==> config.mk <==
export PLATFORM = sky130hd
export DESIGN_NAME = z80_bus_arbiter_flat
export DESIGN_NICKNAME = d
export VERILOG_FILES = /design/src/rtl/z80_bus_arbiter_if.sv /design/src/rtl/z80_bus_arbiter.sv /design/src/flat_wrapper.sv
export SDC_FILE = /design/constraint.sdc
export NUM_CORES = 1
export LEC_CHECK = 0
export ABC_AREA = 1
export ABC_CLOCK_PERIOD_IN_PS = 1600
export CAP_MARGIN = 20
export CORE_ASPECT_RATIO = 0.7
export CORE_MARGIN = 1
export CORE_UTILIZATION = 30
export CTS_CLUSTER_DIAMETER = 120
export DETAILED_ROUTE_END_ITERATION = 16
export GPL_TIMING_DRIVEN = 1
export HOLD_SLACK_MARGIN = 0.02
export PLACE_DENSITY = 0.58
export SYNTH_ARGS = -nofsm -noshare
export SYNTH_HDL_FRONTEND = slang
export SYNTH_SLANG_ARGS = --single-unit
==> constraint.sdc <==
create_clock -name CLK -period 1.6 [get_ports CLK]
set_input_delay 0.16 -clock CLK [delete_from_list [all_inputs] [get_ports CLK]]
set_output_delay 0.16 -clock CLK [all_outputs]
set_load 0.01 [all_outputs]
==> src/rtl/z80_bus_arbiter_if.sv <==
// Signal bundle for the two requester handshakes (CPU, DMA) and the shared Z80 bus pins.
interface z80_bus_arbiter_if;
  logic        cpu_req;
  logic [1:0]  cpu_kind;
  logic [15:0] cpu_addr;
  logic [7:0]  cpu_wdata;
  logic        cpu_ack;
  logic        dma_req;
  logic [1:0]  dma_kind;
  logic [15:0] dma_addr;
  logic [7:0]  dma_wdata;
  logic        dma_ack;
  logic [7:0]  rdata;
  logic        nWAIT;
  logic [7:0]  READ_D;
  logic [15:0] A;
  logic [7:0]  WRITE_D;
  logic        nMREQ;
  logic        nIORQ;
  logic        nRD;
  logic        nWR;
  logic        busy;

  modport slave (
    input  cpu_req, cpu_kind, cpu_addr, cpu_wdata,
    input  dma_req, dma_kind, dma_addr, dma_wdata,
    input  nWAIT, READ_D,
    output cpu_ack, dma_ack, rdata, A, WRITE_D,
    output nMREQ, nIORQ, nRD, nWR, busy
  );

  modport master (
    output cpu_req, cpu_kind, cpu_addr, cpu_wdata,
    output dma_req, dma_kind, dma_addr, dma_wdata,
    output nWAIT, READ_D,
    input  cpu_ack, dma_ack, rdata, A, WRITE_D,
    input  nMREQ, nIORQ, nRD, nWR, busy
  );
endinterface

==> src/rtl/z80_bus_arbiter.sv <==
// Round-robin arbiter sharing one Z80 memory/IO bus between the CPU sequencer and a DMA engine.
// Each transaction runs IDLE -> SETUP -> ACCESS (wait states + nWAIT) -> DONE with registered strobes.
module z80_bus_arbiter #(
  parameter int MEM_WAIT = 0,
  parameter int IO_WAIT  = 1,
  parameter int WAIT_W   = 4
) (
  input logic              CLK,
  input logic              nRESET,
  z80_bus_arbiter_if.slave bus
);
  typedef enum logic [1:0] {IDLE, SETUP, ACCESS, DONE} state_t;

  localparam logic [WAIT_W-1:0] MEM_CNT = WAIT_W'(MEM_WAIT);
  localparam logic [WAIT_W-1:0] IO_CNT  = WAIT_W'(IO_WAIT);

  state_t            state;
  logic              last_grant;   // 0 = CPU, 1 = DMA
  logic              grant_port;
  logic [1:0]        kind;         // kind[1]: IO, kind[0]: write
  logic [WAIT_W-1:0] cnt;

  logic              pick_dma;
  logic [1:0]        sel_kind;
  logic [15:0]       sel_addr;
  logic [7:0]        sel_wdata;

  // On a tie the port that was not served last wins.
  always_comb begin
    pick_dma  = bus.dma_req && (!bus.cpu_req || !last_grant);
    sel_kind  = pick_dma ? bus.dma_kind  : bus.cpu_kind;
    sel_addr  = pick_dma ? bus.dma_addr  : bus.cpu_addr;
    sel_wdata = pick_dma ? bus.dma_wdata : bus.cpu_wdata;
  end

  assign bus.busy = (state != IDLE);

  always_ff @(posedge CLK or negedge nRESET) begin
    if (!nRESET) begin
      state       <= IDLE;
      last_grant  <= 1'b1;
      grant_port  <= 1'b0;
      kind        <= 2'b00;
      cnt         <= '0;
      bus.nMREQ   <= 1'b1;
      bus.nIORQ   <= 1'b1;
      bus.nRD     <= 1'b1;
      bus.nWR     <= 1'b1;
      bus.A       <= 16'h0000;
      bus.WRITE_D <= 8'h00;
      bus.rdata   <= 8'h00;
      bus.cpu_ack <= 1'b0;
      bus.dma_ack <= 1'b0;
    end else begin
      bus.cpu_ack <= 1'b0;
      bus.dma_ack <= 1'b0;
      case (state)
        IDLE: begin
          if (bus.cpu_req || bus.dma_req) begin
            grant_port  <= pick_dma;
            last_grant  <= pick_dma;
            kind        <= sel_kind;
            bus.A       <= sel_addr;
            bus.WRITE_D <= sel_kind[0] ? sel_wdata : 8'h00;
            state       <= SETUP;
          end
        end
        SETUP: begin
          cnt       <= kind[1] ? IO_CNT : MEM_CNT;
          bus.nMREQ <= kind[1];
          bus.nIORQ <= !kind[1];
          bus.nRD   <= kind[0];
          bus.nWR   <= !kind[0];
          state     <= ACCESS;
        end
        ACCESS: begin
          if (cnt != '0) cnt <= cnt - 1'b1;
          // Leave only once the programmed wait states are spent and the bus is not stalling.
          if (cnt == '0 && bus.nWAIT) begin
            bus.nMREQ <= 1'b1;
            bus.nIORQ <= 1'b1;
            bus.nRD   <= 1'b1;
            bus.nWR   <= 1'b1;
            if (!kind[0]) bus.rdata <= bus.READ_D;
            if (grant_port) bus.dma_ack <= 1'b1;
            else            bus.cpu_ack <= 1'b1;
            state <= DONE;
          end
        end
        DONE: begin
          state <= IDLE;
        end
        default: begin
          state <= IDLE;
        end
      endcase
    end
  end
endmodule

==> src/flat_wrapper.sv <==
// flat-port wrapper written by rule: the top's interface ports become plain ports
module z80_bus_arbiter_flat 
#(
  parameter int MEM_WAIT = 0,
  parameter int IO_WAIT  = 1,
  parameter int WAIT_W   = 4
)
  (CLK, nRESET, bus_cpu_req, bus_cpu_kind, bus_cpu_addr, bus_cpu_wdata, bus_dma_req, bus_dma_kind, bus_dma_addr, bus_dma_wdata, bus_nWAIT, bus_READ_D, bus_cpu_ack, bus_dma_ack, bus_rdata, bus_A, bus_WRITE_D, bus_nMREQ, bus_nIORQ, bus_nRD, bus_nWR, bus_busy);
  z80_bus_arbiter_if bus_i ();
  input logic CLK;
  input logic nRESET;
  input wire logic [$bits(bus_i.cpu_req)-1:0] bus_cpu_req;
  input wire logic [$bits(bus_i.cpu_kind)-1:0] bus_cpu_kind;
  input wire logic [$bits(bus_i.cpu_addr)-1:0] bus_cpu_addr;
  input wire logic [$bits(bus_i.cpu_wdata)-1:0] bus_cpu_wdata;
  input wire logic [$bits(bus_i.dma_req)-1:0] bus_dma_req;
  input wire logic [$bits(bus_i.dma_kind)-1:0] bus_dma_kind;
  input wire logic [$bits(bus_i.dma_addr)-1:0] bus_dma_addr;
  input wire logic [$bits(bus_i.dma_wdata)-1:0] bus_dma_wdata;
  input wire logic [$bits(bus_i.nWAIT)-1:0] bus_nWAIT;
  input wire logic [$bits(bus_i.READ_D)-1:0] bus_READ_D;
  output wire logic [$bits(bus_i.cpu_ack)-1:0] bus_cpu_ack;
  output wire logic [$bits(bus_i.dma_ack)-1:0] bus_dma_ack;
  output wire logic [$bits(bus_i.rdata)-1:0] bus_rdata;
  output wire logic [$bits(bus_i.A)-1:0] bus_A;
  output wire logic [$bits(bus_i.WRITE_D)-1:0] bus_WRITE_D;
  output wire logic [$bits(bus_i.nMREQ)-1:0] bus_nMREQ;
  output wire logic [$bits(bus_i.nIORQ)-1:0] bus_nIORQ;
  output wire logic [$bits(bus_i.nRD)-1:0] bus_nRD;
  output wire logic [$bits(bus_i.nWR)-1:0] bus_nWR;
  output wire logic [$bits(bus_i.busy)-1:0] bus_busy;
  assign bus_i.cpu_req = bus_cpu_req;
  assign bus_i.cpu_kind = bus_cpu_kind;
  assign bus_i.cpu_addr = bus_cpu_addr;
  assign bus_i.cpu_wdata = bus_cpu_wdata;
  assign bus_i.dma_req = bus_dma_req;
  assign bus_i.dma_kind = bus_dma_kind;
  assign bus_i.dma_addr = bus_dma_addr;
  assign bus_i.dma_wdata = bus_dma_wdata;
  assign bus_i.nWAIT = bus_nWAIT;
  assign bus_i.READ_D = bus_READ_D;
  assign bus_cpu_ack = bus_i.cpu_ack;
  assign bus_dma_ack = bus_i.dma_ack;
  assign bus_rdata = bus_i.rdata;
  assign bus_A = bus_i.A;
  assign bus_WRITE_D = bus_i.WRITE_D;
  assign bus_nMREQ = bus_i.nMREQ;
  assign bus_nIORQ = bus_i.nIORQ;
  assign bus_nRD = bus_i.nRD;
  assign bus_nWR = bus_i.nWR;
  assign bus_busy = bus_i.busy;
  z80_bus_arbiter #(.MEM_WAIT(MEM_WAIT), .IO_WAIT(IO_WAIT), .WAIT_W(WAIT_W)) u_core (.CLK(CLK), .nRESET(nRESET), .bus(bus_i));
endmodule
# Word level (Yosys, flattened, before mapping)
# Cells that the tools add are included.
dict set report word_totals {
  reg_bits 48
  output_inout_bits 39
  wordCells 61
}
dict set report op_classes {
  n_addsub 1
  eq_ne 6
  muxes 21
  bitwise 1
  reduce_logical 18
}
# cell n
set ops {}
lappend ops {{$mux 16} 1}
lappend ops {{$mux 8} 2}
lappend ops {{$mux 1} 8}
lappend ops {{$pmux 1 s2} 4}
lappend ops {{$pmux 2 s4} 1}
lappend ops {{$pmux 4 s2} 1}
lappend ops {{$reduce_and 2->1} 4}
lappend ops {{$mux 2} 3}
lappend ops {{$ne 2x1->1 const B} 3}
lappend ops {{$eq 2x2->1 const B} 2}
lappend ops {{$logic_not 1->1} 4}
lappend ops {{$logic_not 4->1} 1}
lappend ops {{$mux 4} 1}
lappend ops {{$reduce_bool 2->1} 2}
lappend ops {{$reduce_bool 4->1} 1}
lappend ops {{$sub 4x1->4 const B} 1}
lappend ops {{$reduce_and 3->1} 1}
lappend ops {{$eq 2x1->1 const B} 1}
lappend ops {{$logic_and 1x1->1} 2}
lappend ops {{$logic_not 2->1} 1}
lappend ops {{$logic_or 1x1->1} 2}
lappend ops {{$not 1->1} 1}

# Logic depth before layout (Yosys ltp)
dict set report logic_depth {
  ltp_word 5
  depth_mapped 8
  ltp_nobuf 7
}

# Least setup slack after synthesis
# OpenSTA, ideal clock, no wires.
dict set report synth_timing {
  kind {flip-flop to flip-flop}
  start {register u_core.state[0]}
  end {register u_core.bus.A[10]}
  arrival_ps 1332
  slack_ps 144
  path_stages_with_launch 9
  n_path_buf 1
  period_less_slack_ps 1456
  path_cell_list {dfrtp_1 > inv_1 > ha_1 > inv_1 > a21oi_4 > inv_2 > buf_2 > nand2_1 > nand2_1}
}
dict set report synth_between {
  elab_chain_cells 2
}
# item line_no
set synth_rtl {}
lappend synth_rtl {{start: declaration} z80_bus_arbiter.sv:17} ;# state_t state;
lappend synth_rtl {{start signal: assignment} z80_bus_arbiter.sv:40} ;# state <= IDLE;
lappend synth_rtl {{start signal: assignment} z80_bus_arbiter.sv:65} ;# state <= SETUP;
lappend synth_rtl {{start signal: assignment} z80_bus_arbiter.sv:74} ;# state <= ACCESS;
lappend synth_rtl {{$logic_not 2->1} z80_bus_arbiter.sv:57} ;# case (state)
lappend synth_rtl {{$reduce_and 2->1 (no source line)} --}
lappend synth_rtl {{end signal: assignment} z80_bus_arbiter.sv:63} ;# bus.A <= sel_addr;
lappend synth_rtl {{end: declaration} z80_bus_arbiter_if.sv:28} ;# output cpu_ack, dma_ack, rdata, A, WRITE_D,
# Every way passes these cells.
# A chain may end at the register's enable or synchronous reset.

# Final worst setup path
dict set report layout_timing {
  start {register u_core.bus.nRD}
  end {output bus_nRD}
}
# item line_no
set layout_rtl {}
lappend layout_rtl {{start: declaration} z80_bus_arbiter_if.sv:29} ;# output nMREQ, nIORQ, nRD, nWR, busy
lappend layout_rtl {{start signal: assignment} z80_bus_arbiter.sv:72} ;# bus.nRD <= kind[0];
lappend layout_rtl {{end: declaration} flat_wrapper.sv:29} ;# output wire logic [$bits(bus_i.nRD)-1:0] bus_nRD;
# No word-level cell between the ends.

==> impl_metrics.yaml <==
critical_path:
  reg2reg_to: "u_core.bus.A[2]"
  ff2ff_setup_slack_ns: 0.14
  cp_num_buf_inv: 1
  cp-start-kind: "register"
  crit_slowest_cell: "dfstp_2"
  rr_worst_depth: 7
  cp.arrival_ns: 1.39
  crit_chain: "clkdlybuf4s50_1"
  crit_path_max_incr_delay_ns: 0.55
  critPathTopFamily: "flip-flops"
  critPathKind: "register to output pin"
  worstPathRequired_ns: 1.44
  path_depth: 1
  rr_startpoint: "u_core.state[0]"
  path_max_fanout: 2
  crit_path_end_kind: "output pin"
logic_synthesis:
  ys.flop_type: "dfrtp_1"
  synth_edf_count: 0
  ys_seq_area_frac: 0.511
  synth_cells: 299
  postSynth.asyncResetShare: 1.00
  synth_nets: 369
  synth_area_mm2: 0.00236
  synth_area_leaders: "dfrtp_1 (46%), nand2_1 (21%), nand3_1 (8.1%)"
  syn_avg_cell_area_um2: 7.90
  synth_cell_types: 19
  ys_warn_count: 0
  synth-seq-cells: 48
  yosys.area.top_type: "dfrtp_1"
  synth_top_area_frac: 0.456
  synthTopCellsByCount: "nand2_1 (131), dfrtp_1 (43), nand3_1 (38)"
  synth.most_common_cell: "nand2_1"
clock_network:
  cts.sinks: 48
  root_buffer: "clkbuf_8"
  clk_pin_slew_ns: 0.09
  ctsLongestPathBuffers: 2
  cts_tree: "built"
  h-tree-depth: 2
  clk-insertion-delay-late_ns: 0.30
  cts_made_buffers: 5
routing:
  via_per_inst: 4.49
  ant_nets: 0
  drc_errors: 0
  vias: 2286
  routed_wl_um: 6160
  dr.pass1.iters: 4
  drt_iter0_markers: 97
  wire_per_inst_um: 12.1
placement:
  dp.cells: 498
  port_buffers: 103
  place.gp.congestion: 0.761
  pre_cts_slack_ns: 0.00637
  placed_area_mm2: 0.00356
  dpl.hpwl_um: 4560
power_and_ir_drop:
  power_density_mw_per_mm2: 1650
  p_leak_nw: 1.85
  peakVddDrop_mv: 0.596
grt:
  met2_usage: 0.243
  grt_pass1_vias: 2271
  grt_max_degree: 37
  grt_pass1_wl_um: 10300
  antenna_found_initial: 0
  grtUsageMet3: 0.0428
  grt-busiest-layer: "met2"
  grt_util_met1: 0.218
  overflow: 0
  gr-usage-all-layers: 0.156
sta:
  worstMarginPinSlew_ns: 0.377
  whs_ns: 0.307
  finalHoldViolCount: 0
  setup_tns_ns: 0
  setup_viol: 0
  maxSlewHeadroom: 0.749
  period_needed_ns: 1.55
  period_share: 0.970
  drv_slew: 0
  rsz0062_at_grt: "no"
  layout_setup_ws_ns: 0.0477
  fin_skew_ns: 0.00500
  fmax_ghz: 0.644
floorplanning:
  core_mm2: 0.00745
  row_count: 26
  die_x_um: 108
  initial_utilization: 0.317
  dieArea_mm2: 0.00823
  io_pins: 104
  die_height_um: 76.2
final_layout:
  fin_nets: 480
  final-instance-count-excl-fill: 509
  antenna_cells: 0
  postLayoutCellArea_mm2: 0.00372
  flow.area_growth_from_synthesis_pct: 57.4
  drive_gt1_frac: 0.0827
run_status:
  status: "finished, final reports clean"
hold_path:
  hold_path.class: "input port to asynchronous set/reset pin"
flow_run:
  cap_violations: 0
==> layout by cell type (no fill, tap or decap), types with 2 or more instances in the layout <==
master / count
nor2_1: 4
o21ai_0: 5
nand2_1: 131
o211ai_1: 18
dfstp_2: 5
nand4_1: 2
clkbuf_8: 7
dfrtp_1: 43
buf_12: 3
buf_4: 8
ha_1: 4
nand3_1: 38
inv_1: 28
clkdlybuf4s50_1: 101
==> how the worst max path moves through the flow <==
stage                                endpoint             from
final                                 bus_nRD   u_core.bus.nRD
after global routing      u_core.bus.rdata[6]  u_core.state[0]
after CTS                            bus_busy  u_core.state[0]
after detailed placement  u_core.bus.rdata[7]  u_core.state[0]
after global placement    u_core.bus.rdata[2]  u_core.state[0]
after floorplan              u_core.bus.A[10]  u_core.state[0]
==> sequential cells by signal, summed over array words and instances (netlist names) <==
| signal | flops |
|---|---|
| u_core.bus.nRD | 1 |
| u_core.bus.nWR | 1 |
| u_core.bus.rdata | 8 |
| u_core.bus.nIORQ | 1 |
| u_core.bus.nMREQ | 1 |
| u_core.grant_port | 1 |
| u_core.bus.A | 16 |
| u_core.kind | 2 |
| u_core.cnt | 4 |
| u_core.bus.dma_ack | 1 |
| u_core.last_grant | 1 |
| u_core.state | 2 |
| u_core.bus.WRITE_D | 8 |
| u_core.bus.cpu_ack | 1 |
==> logic make-up (layout without fill, tap and decap cells) <==
kind of cell / count (synthesis) / in the layout / share of synthesized area
flip-flops: 48 / 48 / 0.511
adder cells (fa/ha/maj): 5 / 5 / 0.0265
AO/OA/AOI/OAI: 25 / 25 / 0.0768
buffers and inverters: 42 / 154 / 0.0721
AND/OR/NAND/NOR: 179 / 179 / 0.313
==> where the power goes <==
group	internal [mW]	leakage, nW	switching (mW)
registers	1.80	0.595	0.309
logic	1.50	1.19	1.55
clock network	0.552	0.0645	0.405
==> metal layers <==
metal  up-vias  wire length, µm
li1       1173                -
met1      1027             3120
met2        81             2480
met3         5              521
met4         0               33
met5         -                0
==> cell type report <==
class	instances	area, µm²
Clock buffer	7	96.3
Fill cell	727	3730
Timing Repair Buffer	115	1150
Tap cell	98	123
Inverter	31	119
Sequential cell	48	1210
Multi-Input combinational cell	209	991
Clock inverter	1	30.0
==> stage by stage <==
step	total power, mW	util
final	6.12	0.499
after floorplan	3.67	-
after global routing	6.65	0.499
after global placement	5.11	0.478
after CTS	6.18	0.498
after detailed placement	5.17	0.478
==> timing repair <==
| action | CTS | global route |
|---|---|---|
| hold buffers | 1 | 0 |
| endpoints found under the hold margin | 11 | 0 |
| pin swaps | 1 | 0 |
| gates resized for setup | 2 | 5 |
| setup buffers | 2 | 0 |
| setup endpoints to repair | 4 | 38 |
Note: power is estimated with default switching activity, not from simulation.
